**config.mk**
```make
export PLATFORM = sky130hd
export DESIGN_NAME = multi_sprite_object
export DESIGN_NICKNAME = d
export VERILOG_FILES = /design/src/rtl/multi_sprite_object.sv
export SDC_FILE = /design/constraint.sdc
export NUM_CORES = 1
export LEC_CHECK = 0
export CELL_PAD_IN_SITES_DETAIL_PLACEMENT = 1
export CELL_PAD_IN_SITES_GLOBAL_PLACEMENT = 1
export CORE_ASPECT_RATIO = 1.4
export CORE_MARGIN = 3
export CORE_UTILIZATION = 52
export DETAILED_ROUTE_END_ITERATION = 12
export PLACE_DENSITY_LB_ADDON = 0.1
export RECOVER_POWER = 100
export REMOVE_ABC_BUFFERS = 1
export SYNTH_ARGS = -nofsm -noshare
export SYNTH_HDL_FRONTEND = slang
export SYNTH_SLANG_ARGS = --single-unit
```
**constraint.sdc**
```tcl
create_clock -name clk -period 14.35 [get_ports clk]
set_clock_uncertainty 0.1 [all_clocks]
set_input_delay 1.435 -clock clk [delete_from_list [all_inputs] [get_ports clk]]
set_output_delay 1.435 -clock clk [all_outputs]
set_load 0.01 [all_outputs]
```
**src/rtl/multi_sprite_object.sv**
```systemverilog
// Draws up to N_OBJECTS fixed-size rectangles with double-buffered per-object registers.
// Latency: 1 clock pixel-to-output; no backpressure, outputs follow pixel stream every cycle.
module multi_sprite_object #(
  parameter int N_OBJECTS       = 4,
  parameter int OBJECT_WIDTH_X  = 32,
  parameter int OBJECT_HEIGHT_Y = 32,
  parameter int BLINK_FRAMES    = 16,
  parameter int IDX_W           = (N_OBJECTS > 1) ? $clog2(N_OBJECTS) : 1
) (
  input  logic             clk,
  input  logic             resetN,
  input  logic [10:0]      pixelX,
  input  logic [10:0]      pixelY,
  input  logic             startOfFrame,
  input  logic             wrEn,
  input  logic [IDX_W-1:0] wrIndex,
  input  logic [10:0]      wrTopLeftX,
  input  logic [10:0]      wrTopLeftY,
  input  logic [7:0]       wrColor,
  input  logic             wrEnable,
  input  logic             wrBlink,
  output logic [10:0]      offsetX,
  output logic [10:0]      offsetY,
  output logic             drawingRequest,
  output logic [7:0]       RGBout,
  output logic [IDX_W-1:0] hitIndex
);

  typedef struct packed {
    logic [10:0] x;
    logic [10:0] y;
    logic [7:0]  color;
    logic        en;
    logic        blink;
  } obj_t;

  localparam obj_t OBJ_RESET = '{x: 11'd0, y: 11'd0, color: 8'hFF, en: 1'b0, blink: 1'b0};
  localparam logic [11:0] W12 = 12'(OBJECT_WIDTH_X);
  localparam logic [11:0] H12 = 12'(OBJECT_HEIGHT_Y);
  localparam logic [7:0]  LAST_FRAME = 8'(BLINK_FRAMES - 1);

  obj_t pending [N_OBJECTS];
  obj_t active  [N_OBJECTS];
  obj_t wr_obj;

  logic [7:0] frame_cnt;
  logic       blink_phase;
  logic       wr_valid;

  assign wr_obj   = '{x: wrTopLeftX, y: wrTopLeftY, color: wrColor, en: wrEnable, blink: wrBlink};
  assign wr_valid = wrEn && (32'(wrIndex) < N_OBJECTS);

  always_ff @(posedge clk or negedge resetN) begin
    if (!resetN) begin
      for (int i = 0; i < N_OBJECTS; i++) begin
        pending[i] <= OBJ_RESET;
        active[i]  <= OBJ_RESET;
      end
      frame_cnt   <= 8'd0;
      blink_phase <= 1'b0;
    end else begin
      for (int i = 0; i < N_OBJECTS; i++) begin
        if (wr_valid && (32'(wrIndex) == i))
          pending[i] <= wr_obj;
        // Write-through so an object written on the frame pulse shows this frame.
        if (startOfFrame)
          active[i] <= (wr_valid && (32'(wrIndex) == i)) ? wr_obj : pending[i];
      end
      if (startOfFrame) begin
        if (frame_cnt == LAST_FRAME) begin
          frame_cnt   <= 8'd0;
          blink_phase <= ~blink_phase;
        end else begin
          frame_cnt <= frame_cnt + 8'd1;
        end
      end
    end
  end

  logic [N_OBJECTS-1:0] vis_hit;

  always_comb begin
    vis_hit = '0;
    for (int i = 0; i < N_OBJECTS; i++) begin
      vis_hit[i] = active[i].en && (active[i].color != 8'hFF) &&
                   (!active[i].blink || !blink_phase) &&
                   ({1'b0, pixelX} >= {1'b0, active[i].x}) &&
                   ({1'b0, pixelX} <  ({1'b0, active[i].x} + W12)) &&
                   ({1'b0, pixelY} >= {1'b0, active[i].y}) &&
                   ({1'b0, pixelY} <  ({1'b0, active[i].y} + H12));
    end
  end

  logic             any_hit;
  logic [IDX_W-1:0] win_idx;
  obj_t             win_obj;

  // Descending scan leaves the lowest visible index as the winner.
  always_comb begin
    any_hit = 1'b0;
    win_idx = '0;
    win_obj = OBJ_RESET;
    for (int i = N_OBJECTS - 1; i >= 0; i--) begin
      if (vis_hit[i]) begin
        any_hit = 1'b1;
        win_idx = IDX_W'(i);
        win_obj = active[i];
      end
    end
  end

  always_ff @(posedge clk or negedge resetN) begin
    if (!resetN) begin
      drawingRequest <= 1'b0;
      RGBout         <= 8'h00;
      offsetX        <= 11'd0;
      offsetY        <= 11'd0;
      hitIndex       <= '0;
    end else if (any_hit) begin
      drawingRequest <= 1'b1;
      RGBout         <= win_obj.color;
      offsetX        <= pixelX - win_obj.x;
      offsetY        <= pixelY - win_obj.y;
      hitIndex       <= win_idx;
    end else begin
      drawingRequest <= 1'b0;
      RGBout         <= 8'hFF;
      offsetX        <= 11'd0;
      offsetY        <= 11'd0;
      hitIndex       <= '0;
    end
  end

endmodule

```
**Yosys cells after proc, flatten, opt, wreduce, memory -nomap -nowiden**

Index checks and enable logic that the tools add are counted.
W data, S select, Z words.

- Flip-flop bits (word level): 298
- Input bits: 60
- Logic and storage cells: 144
- Output and inout bits: 33

- Reductions and logical operators: 39
- Mux-type cells: 22
- Bitwise gates (word level): 1
- Order comparisons: 16
- Add/sub/neg operators: 11
- Equality and inequality tests: 8

Operators by type and width:

| cell | number |
|---|---|
| $mux W32 | 8 |
| $add A11 B6 Y12 const B | 8 |
| $lt A11 B12 Y1 | 8 |
| $ge A11 B11 Y1 | 8 |
| $ne A8 B8 Y1 const B | 4 |
| $logic_and A1 B1 Y1 | 28 |
| $mux W11 | 2 |
| $sub A11 B11 Y11 | 2 |
| $mux W8 | 2 |
| $mux W2 | 5 |
| $add A8 B1 Y8 const B | 1 |
| $eq A8 B4 Y1 const B | 1 |
| $logic_not A1 Y1 | 5 |
| $mux W1 | 5 |
| $eq A2 B2 Y1 const B | 2 |
| $logic_or A1 B1 Y1 | 4 |
| $eq A2 B1 Y1 const B | 1 |
| $logic_not A2 Y1 | 1 |
| $reduce_and A2 Y1 | 1 |
| $not A1 Y1 | 1 |

**Depth between registers and ports, before layout**

Gate-level depths: netlist of the first run.

- Depth in word-level cells: 13
- Depth in mapped cells: 25
- Mapped depth without buffers: 23

**Worst setup path before layout of the first run**

No wires, ideal clock.

- Path type: in2reg
- Start point: in pixelY[7]
- End point: reg offsetX[10]
- Path slack: 8540 ps
- Library setup time: 123 ps
- Arrival: 5587 ps
- Buffers on the path: 2
- Stages: 21
- Required time: 14127 ps
- Cells stage by stage: ha_1 and3b_1 a221oi_1 o21ai_0 o221a_2 or3_1 and2_4 buf_6 buf_6 a221oi_2 o21ai_1 ha_1 fa_1 nor2b_1 o21ai_0 a21o_1 a21oi_1 or4_1 nand3_1 or3_1 o221a_1

- Word-level cells in the longest chain between the ends: 9
- Elaborated cells on any way between the ends: 26
- Those cells by class: add/sub (1); order compare (8); mux (9); reduce/logical (8)

RTL lines:

| what | RTL line | source |
|---|---|---|
| from (decl) | 13 | `input logic [10:0] pixelY,` |
| $ge A11 B11 Y1 | 89 | `({1'b0, pixelY} >= {1'b0, active[i].y}) &&` |
| $logic_and A1 B1 Y1 | 88 | `({1'b0, pixelX} < ({1'b0, active[i].x} + W12)) &&` |
| $logic_and A1 B1 Y1 | 89 |  |
| $mux W32 (4 in series) | 104 | `if (vis_hit[i]) begin` |
| $sub A11 B11 Y11 | 122 | `offsetX <= pixelX - win_obj.x;` |
| $mux W11 * | 119 | `end else if (any_hit) begin` |
| to (signal assigned) | 122 |  |
| to (decl) | 22 | `output logic [10:0] offsetX,` |

Mark *: on every way between the ends. The rest lies on a longest branch, timed or not.
A chain may end at the register's enable or synchronous reset.

**Worst setup path in the final report of the first run**

- Start point: in pixelY[8]
- End point: reg offsetY[10]

- Word-level cells in the longest chain between the ends: 9
- Elaborated cells on any way between the ends: 26
- Those cells by class: add/sub (1); order compare (8); mux (9); reduce/logical (8)

RTL lines:

| what | RTL line | source |
|---|---|---|
| $ge A11 B11 Y1 | 89 |  |
| $logic_and A1 B1 Y1 | 88 |  |
| $logic_and A1 B1 Y1 | 89 |  |
| $mux W32 (4 in series) | 104 |  |
| $sub A11 B11 Y11 | 123 | `offsetY <= pixelY - win_obj.y;` |
| $mux W11 * | 119 |  |
| to (signal assigned) | 123 |  |
| to (decl) | 23 | `output logic [10:0] offsetY,` |

Marked as above.

==> results of run 1 <==
area by class of cell:
cell class / instances / area, um^2 / share of cell area (%)
timing repair buffer: 109 / 1002 / 5.275
multi-input combinational: 1078 / 8474 / 44.60
sequential: 298 / 7537 / 39.67
clock inverter: 16 / 234.0 / 1.231
inverter: 120 / 450.4 / 2.371
tap: 395 / 494.2 / 2.601
clock buffer: 40 / 808.3 / 4.254
sequential cells by signal, summed over array words and instances (netlist names):
signal,cells
RGBout,8
drawingRequest,1
offsetY,11
active,128
offsetX,11
hitIndex,2
pending,128
frame_cnt,8
blink_phase,1
power breakdown:
part | total, mW | switching, mW | internal, mW | leakage, nW
Clock | 0.835 | 0.346 | 0.489 | 0.503
Sequential | 1.15 | 0.114 | 1.03 | 3.51
Combinational | 0.802 | 0.462 | 0.341 | 4.37
path summary, 6_finish.rpt:
check | from | endpoint | depth (start not counted)
setup / recovery | pixelY[8] | offsetY[10] | 20
hold / removal | pending[64] | pending[64] | 1
setup reg to reg | active[17] | offsetY[10] | 20
hold reg to reg | pending[64] | pending[64] | 1
max in group asynchronous | resetN | RGBout[4] | 3
min in group asynchronous | resetN | pending[87] | 1
placed cells by master, fill, tap and decap left out, drive strengths merged, types with 8 or more instances in the layout:
cell type and instances:
a21o 16, dfstp 64, o211ai 11, xor2 8, nor2 50, a211oi 10
a221oi 17, a2bb2oi 12, a21oi 57, ha 165, nand4 24, clkbuf 51
buf 8, nor2b 13, o21ai 160, and3 13, nand2 124, nand2b 11
inv 122, dfrtp 234, clkdlybuf4s50 53, o22a 8, dlygate4sd3 37, nand3 45
xnor2 42, mux2 161, nor3 17
kinds of logic (layout without fill, tap and decap cells):
| family | after synthesis | count (layout) | share of synthesized area (%) |
|---|---|---|---|
| adders and majority gates | 167 | 167 | 12.58 |
| xor gates and xnor gates | 50 | 50 | 2.618 |
| muxes | 161 | 161 | 10.84 |
| AOI/OAI and AO/OA | 366 | 366 | 14.69 |
| and+or+nand+nor | 334 | 334 | 9.949 |
| buffers and inverters | 179 | 285 | 4.256 |
| DFF | 298 | 298 | 45.06 |
metal layers:
metal  part of all wire (%)  GRT usage [%]  up-vias
met5                      0              0        -
met4                    6.1          15.83        0
met3                    3.2          3.467      146
met2                     53          55.01      272
met1                     37          32.42     6398
li1                       -              -     5753
==> impl_metrics.yaml, run 1 <==
outcome:
  status: "finished with violations"
  violations: "capacitance limit, slew limit"
cells_and_area:
  fillers: 3374
  final_cells: 2056
  drive_gt1_share_pct: 13.00
  area_growth_pct: 13.60
  diodes: 0
  final_nets: 1864
  final_core_util_pct: 59.95
  design_area_um2: 19000
place:
  dp_slack_ns: 6.612
  dpl_cell_area_um2: 18040
  gp_congestion: 0.8920
  dp_hpwl_um: 36070
  port-buffer-count: 92
  dp_cells: 2000
critical_path:
  cp-end-kind: "flop"
  critPathKind: "input port to flop"
  worstPathCellList: "dlygate4sd3_1 > ha_1 > and4_1 > nand4_1 > nor4_1 > o21ai_0 > nor4_1 > and2_0 > a221oi_1 > o21ai_0 > ha_1 > fa_1 > nor2b_1 > o21ai_0 > a21oi_1 > o41a_1 > nand4_1 > o211ai_1 > a31o_2 > a221oi_1"
  cpPeakStageDelay_ns: 1.93
  crit_top_cell: "o21ai_0"
  required_ns: 14.74
  crit_fanout: 29
  critPathBufInv: 1
  crit_slowest_cell: "and2_0"
  cp_top_family: "simple AND/OR/NAND/NOR gates"
  crit_arrival_ns: 9.10
  start_kind: "input port"
  rrSetupSlack_ns: 6.82
synth:
  yosysTopAreaCellShare_pct: 35.01
  yosysWarningCount: 0
  yosysMostFrequentCell: "dfrtp_1"
  yosys-top-cells-count: "dfrtp_1, ha_1, mux2_2"
  yosys.cell_types.count: 74
  synth_seq_cells: 298
  async_flop_share_pct: 100.0
  syn_area_per_cell_um2: 10.76
  synthCells: 1555
  post_synth_main_area_contributors: "dfrtp_1, ha_1, mux2_2"
  yosys.area.top_type: "dfrtp_1"
  synth_area_um2: 16730
  yosysSeqAreaShare_pct: 45.06
  synth_flop_cell: "dfrtp_1"
  synth-edff-count: 0
timing:
  slew_violations: 612
  slew_headroom_pct: -164.3
  fmax_mhz: 114.8
  worst_slew_pin_slew_ns: 3.965
  rsz0062_at_grt: "false"
  fin_crit_sh_pct: 60.70
  finalWorstSetupSlack_ns: 5.640
  hold_slack_ns: 0.3825
  finalSetupTns_ns: 0
  setup_viol: 0
  hold_viol: 0
  min_period_ns: 8.710
clock_network:
  clockBufferDepth: 3
  h-tree-depth: 1
  cts.sinks: 298
  cts_setup_buffers: 0
  cts_hold_buf: 0
  cts_made_buffers: 30
  cts.clk_slew.worst_paths_ns: 0.08
  cts_resized: 0
  clock_latency_ns: 0.59
  cts_root_buf: "clkbuf_16"
  cts_tree: "yes"
run:
  drv_cap: 11
global_route:
  grt_antenna_before_repair: 1
  grt_pass1_wl_um: 78570
  grt_pass1_vias: 14170
  grt_max_degree: 87
  grt.overflow.total: 0
  grt_use_total_pct: 29.59
floorplan:
  initial_core_util_pct: 52.77
  rows: 77
  fp.dieArea_um2: 34380
  die_height_um: 218.2
  core-area_um2: 31700
  die_w_um: 157.6
  num_io_pins: 93
routing:
  via_per_inst: 6.113
  drt_wl_total_um: 49920
  detail_route.wl_per_cell_um: 24.28
  initialDrtViolationCount: 440
  ant_nets: 0
  vias: 12570
  drc: 0
  drtPass1Iterations: 5
pwr:
  ir_drop_mv: 0.1256
  leakagePower_nw: 8.387
  power_density_nw_per_um2: 146.6
  total_power_mw: 2.786
worst_hold_path:
  hold_class: "flop to flop"
No activity file was read; power rests on OpenSTA's default activity.
==> inputs of run 2 (changes only) <==
--- a/config.mk
+++ b/config.mk
@@ -9,7 +9,7 @@
 export CELL_PAD_IN_SITES_GLOBAL_PLACEMENT = 1
 export CORE_ASPECT_RATIO = 1.4
 export CORE_MARGIN = 3
-export CORE_UTILIZATION = 52
+export CORE_UTILIZATION = 44
 export DETAILED_ROUTE_END_ITERATION = 12
 export PLACE_DENSITY_LB_ADDON = 0.1
 export RECOVER_POWER = 100
==> constraint.sdc (replaced) <==
create_clock -name clk -period 7.5 [get_ports clk]
set_clock_uncertainty 0.1 [all_clocks]
set_input_delay 0.75 -clock clk [delete_from_list [all_inputs] [get_ports clk]]
set_output_delay 0.75 -clock clk [all_outputs]
set_load 0.01 [all_outputs]
==> run 2 against run 1 <==
Net effect: the run still ends with capacitance limit, slew limit left; power grew 89%; sequential power grew 91%; cell area grew 0.69%; clock-buffer cell count grew 9; routed wire length grew 2.8%; global-route usage shrank 4.0 points; critical path type unchanged; largest power group unchanged; highest routed layer unchanged.
==> impl_metrics.yaml, run 2 (synthesis results as in run 1) <==
outcome:
  status: "finished with violations"
  violations: "capacitance limit, slew limit"
floorplan:
  rows: 83
  fp.dieArea_um2: 40420
  die_w_um: 170.8
  initial_core_util_pct: 45.11
  die_height_um: 236.7
  num_io_pins: 93
  core-area_um2: 37070
critical_path:
  crit_slowest_cell: "or3_1"
  start_kind: "input port"
  crit_fanout: 18
  worstPathCellList: "dlygate4sd3_1 > ha_1 > and3_1 > a211oi_1 > nand4b_1 > nor2b_1 > o21ai_0 > or3_1 > clkbuf_1 > o21ai_0 > a2bb2oi_1 > ha_1 > nor2b_1 > o21ai_0 > a21oi_1 > o41a_1 > nand4_1 > o211ai_1 > a31o_2 > a221oi_1"
  cp_top_family: "compound AO/OA/AOI/OAI gates"
  required_ns: 7.87
  crit_top_cell: "o21ai_0"
  crit_arrival_ns: 6.90
  critPathBufInv: 2
  critPathKind: "input port to flop"
  cp-end-kind: "flop"
  cpPeakStageDelay_ns: 0.74
routing:
  ant_nets: 0
  detail_route.wl_per_cell_um: 24.00
  vias: 12520
  via_per_inst: 5.857
  drtPass1Iterations: 4
  drt_wl_total_um: 51290
  drc: 0
  initialDrtViolationCount: 611
timing:
  setup_viol: 0
  min_period_ns: 6.526
  fmax_mhz: 153.2
  slew_violations: 454
  hold_viol: 0
  slew_headroom_pct: -172.5
  finalWorstSetupSlack_ns: 0.9736
  finalSetupTns_ns: 0
  fin_crit_sh_pct: 87.02
  rsz0062_at_grt: "false"
  worst_slew_pin_slew_ns: 4.088
  hold_slack_ns: 0.3718
clock_network:
  cts_setup_buffers: 0
  cts_hold_buf: 0
  cts_root_buf: "clkbuf_16"
  cts.clk_slew.worst_paths_ns: 0.06
  clockBufferDepth: 3
  cts_tree: "yes"
  cts.sinks: 298
  h-tree-depth: 1
  clock_latency_ns: 0.59
  cts_resized: 0
  cts_made_buffers: 31
cells_and_area:
  reg_top3: "active (128), pending (128)"
  multi_input_area_um2: 8489
  final_nets: 1871
  fillers: 3983
  area_growth_pct: 14.39
  final_common_cell: "dfrtp_1"
  drive_gt1_share_pct: 13.84
  layout_common_cells: "dfrtp_1, ha_1, o21ai_0"
  final-seq-area_um2: 7537
global_route:
  grt_max_degree: 154
  grt_use_total_pct: 25.55
  grt_pass1_vias: 13820
  grt_pass1_wl_um: 79940
  grt.overflow.total: 0
  grt_antenna_before_repair: 1
worst_hold_path:
  hold_class: "flop to flop"
pwr:
  leakagePower_nw: 8.428
  swShare_pct: 33.25
  ir_drop_mv: 0.2058
  power_density_nw_per_um2: 274.6
  power_switching_mw: 1.747
  power_frac_seq_pct: 41.8
  p_int_mw: 3.507
  clkPwrFrac_pct: 29.1
  combPwrFrac_pct: 29.1
  total_power_mw: 5.254
place:
  dp_slack_ns: 0.7048
  port-buffer-count: 92
  dp_hpwl_um: 37900
  gp_congestion: 0.8788
run:
  drv_cap: 8
run 2: changes by cell type in the layout (fill, tap and decap cells not counted), moves of 2 or more:
cell       previous run  this run
buf_4                 8        14
a221oi_2             11        13
mux2_1               99        96
o21ai_0             156       154
mux2_2               62        65
a221oi_1              6         4
clkbuf_8              2         8
clkbuf_2              0         2
o21ai_1               4         6
bufinv_16             5         1
run 2: per-layer routing:
| layer | global-route usage (%) | up-vias | part of all wire, % |
|---|---|---|---|
| li1 | - | 5771 | - |
| met1 | 29.24 | 6426 | 39 |
| met2 | 47.49 | 210 | 54 |
| met3 | 2.589 | 109 | 2.6 |
| met4 | 11.22 | 0 | 4.8 |
| met5 | 0 | - | 0 |
run 2: power groups by stage:
stage | Combinational, mW | Sequential [mW] | Clock [mW]
2_1_floorplan | 0.981 | 2.15 | 0
3_3_place_gp | 1.52 | 2.21 | 0
3_5_place_dp | 1.57 | 2.23 | 0
4_1_cts | 1.58 | 2.20 | 1.56
5_1_grt | 1.71 | 2.24 | 1.63
6_report | 1.53 | 2.20 | 1.53
run 2: final timing paths:
path / startpoint / to / slack [ns] / cells past startpoint
min in group asynchronous: resetN / active[87] / 1.50 / 1
worst max-delay path: pixelX[4] / offsetY[10] / 0.97 / 20
worst min register to register: frame_cnt[7] / frame_cnt[7] / 0.37 / 1
max in group asynchronous: resetN / RGBout[7] / 2.30 / 2
worst min-delay path: frame_cnt[7] / frame_cnt[7] / 0.37 / 1
worst max register to register: active[111] / offsetX[10] / 1.20 / 22
run 2: final cells by class:
class | instances | area share (%)
inverter | 120 | 2.354
tap | 467 | 3.054
clock buffer | 49 | 4.826
sequential | 298 | 39.40
multi-input combinational | 1078 | 44.37
clock inverter | 9 | 0.4120
timing repair buffer | 115 | 5.572
antenna | 1 | 0.01308
run 2: metrics by stage:
step                      util (%)  instances  instance area (um^2)
after floorplan                  -       1496                 16460
after global placement       49.06       2078                 18190
after detailed placement     49.06       2078                 18190
after CTS                    51.76       2136                 19190
after global routing         51.60       2136                 19130
final                        51.60       2137                 19130
==> inputs of run 3 (changes only) <==
--- a/config.mk
+++ b/config.mk
@@ -8,7 +8,7 @@
 export CELL_PAD_IN_SITES_DETAIL_PLACEMENT = 1
 export CELL_PAD_IN_SITES_GLOBAL_PLACEMENT = 1
 export CORE_ASPECT_RATIO = 1.4
-export CORE_MARGIN = 3
+export CORE_MARGIN = 2
 export CORE_UTILIZATION = 44
 export DETAILED_ROUTE_END_ITERATION = 12
 export PLACE_DENSITY_LB_ADDON = 0.1
==> run 3 against run 2 <==
Net effect: the run still ends with capacitance limit, slew limit left; sequential power is essentially flat; die area shrank 2.0%; power shrank 0.64%; core utilization shrank 0.56 points; clock power is essentially flat; first-iteration DRC count shrank 6.5%; register-to-register slack lost 0.30 ns; combinational power is essentially flat; critical endpoint unchanged.
==> impl_metrics.yaml, run 3 (synthesis results as in run 1) <==
place:
  port-buffer-count: 92
  dpl_cell_area_um2: 18220
  gp_congestion: 0.9205
  dp_hpwl_um: 36590
global_route:
  grt_pass1_wl_um: 79520
  grt.overflow.total: 0
  grt_use_total_pct: 25.92
  grt_antenna_before_repair: 0
  grt_max_degree: 156
  grt_pass1_vias: 13900
clock_network:
  cts.sinks: 298
  h-tree-depth: 1
  cts_made_buffers: 30
  clockBufferDepth: 3
  cts_hold_buf: 0
  clock_latency_ns: 0.58
  cts_tree: "yes"
  cts_resized: 0
  cts_root_buf: "clkbuf_16"
  cts.clk_slew.worst_paths_ns: 0.06
  cts_setup_buffers: 0
floorplan:
  die_height_um: 234.7
  die_w_um: 168.8
  num_io_pins: 93
  core-area_um2: 37520
  rows: 84
  initial_core_util_pct: 44.58
  fp.dieArea_um2: 39610
routing:
  drtPass1Iterations: 4
  drt_wl_total_um: 50140
  drc: 0
  detail_route.wl_per_cell_um: 23.42
  initialDrtViolationCount: 571
  vias: 12470
  via_per_inst: 5.824
  ant_nets: 0
timing:
  fin_crit_sh_pct: 88.04
  setup_viol: 0
  hold_viol: 0
  finalSetupTns_ns: 0
  worst_slew_pin_slew_ns: 4.134
  fmax_mhz: 151.5
  slew_headroom_pct: -175.6
  rsz0062_at_grt: "false"
  slew_violations: 327
  min_period_ns: 6.603
critical_path:
  required_ns: 7.86
  cpPeakStageDelay_ns: 0.90
  crit_arrival_ns: 6.96
  critPathKind: "input port to flop"
  crit_fanout: 20
  worstPathCellList: "dlygate4sd3_1 > ha_1 > a211oi_1 > nand4b_1 > nor2b_1 > o21ai_0 > or3_1 > buf_12 > o21ai_0 > o21ai_0 > ha_1 > fa_1 > nor2b_1 > o21ai_0 > a21oi_1 > o41a_1 > nand4_1 > o211ai_1 > a31o_2 > a221oi_1"
  crit_top_cell: "o21ai_0"
  crit_slowest_cell: "dlygate4sd3_1"
  cp-end-kind: "flop"
  start_kind: "input port"
cells_and_area:
  final_nets: 1871
  area_growth_pct: 14.50
  design_area_um2: 19150
  diodes: 0
  drive_gt1_share_pct: 14.27
  fillers: 4064
  layout_common_cells: "dfrtp_1, ha_1, o21ai_0"
  reg_top3: "active (128), pending (128)"
  final_common_cell: "dfrtp_1"
pwr:
  leakagePower_nw: 8.445
  ir_drop_mv: 0.2303
  power_density_nw_per_um2: 272.6
outcome:
  violations: "capacitance limit, slew limit"
  status: "finished with violations"
run:
  drv_cap: 7
worst_hold_path:
  hold_class: "flop to flop"
[run 3: report_power, final]
group / switching [mW] / total, mW / internal (mW)
combinational: 0.870 / 1.53 / 0.657
sequential: 0.211 / 2.19 / 1.98
clock: 0.636 / 1.51 / 0.870
[run 3: through the flow]
step | util (%) | hold slack (ns) | cells | setup slack [ns] | power [mW]
after CTS | 51.18 | 0.04325 | 2141 | 1.112 | 5.327
final | 51.04 | 0.3622 | 2141 | 0.8974 | 5.221
after detailed placement | 48.55 | 0.3540 | 2085 | 0.6412 | 3.787
after global placement | 48.55 | 0.3550 | 2085 | 0.7428 | 3.720
after floorplan | - | 0.3371 | 1496 | 1.220 | 3.132
after global routing | 51.04 | 0.4026 | 2141 | 0.4785 | 5.552
[run 3: per-layer routing]
| layer | up-vias | global-route usage, % | wire [um] |
|---|---|---|---|
| li1 | 5760 | - | - |
| met1 | 6382 | 29.14 | 19310 |
| met5 | - | 0 | 0 |
| met2 | 217 | 49.09 | 27100 |
| met4 | 0 | 10.61 | 2188 |
| met3 | 110 | 2.914 | 1541 |
[run 3: final cells by class]
type / count / area (um^2) / share of cell area, %
clock buffer: 48 / 919.6 / 4.802
clock inverter: 8 / 67.56 / 0.3528
inverter: 120 / 450.4 / 2.352
multi-input combinational: 1078 / 8489 / 44.33
sequential: 298 / 7537 / 39.35
tap: 473 / 591.8 / 3.090
timing repair buffer: 116 / 1096 / 5.723
[run 3: path summary, 6_finish.rpt]
check,startpoint,end,slack (ns),cells after the start
worst min register to register,frame_cnt[7],frame_cnt[7],0.36,1
worst min-delay path,frame_cnt[7],frame_cnt[7],0.36,1
max in group asynchronous,resetN,pending[94],2.29,2
worst max register to register,active[111],offsetY[10],0.90,22
min in group asynchronous,resetN,pending[119],1.53,1
worst max-delay path,pixelX[8],offsetY[10],0.90,20
[run 3: critical path, delay by kind of cell]
kind	cells	cell delay, ns
AOI/OAI and AO/OA	10	2.88
adders and majority gates	3	0.78
buffers and inverters	2	1.17
and+or+nand+nor	5	1.35
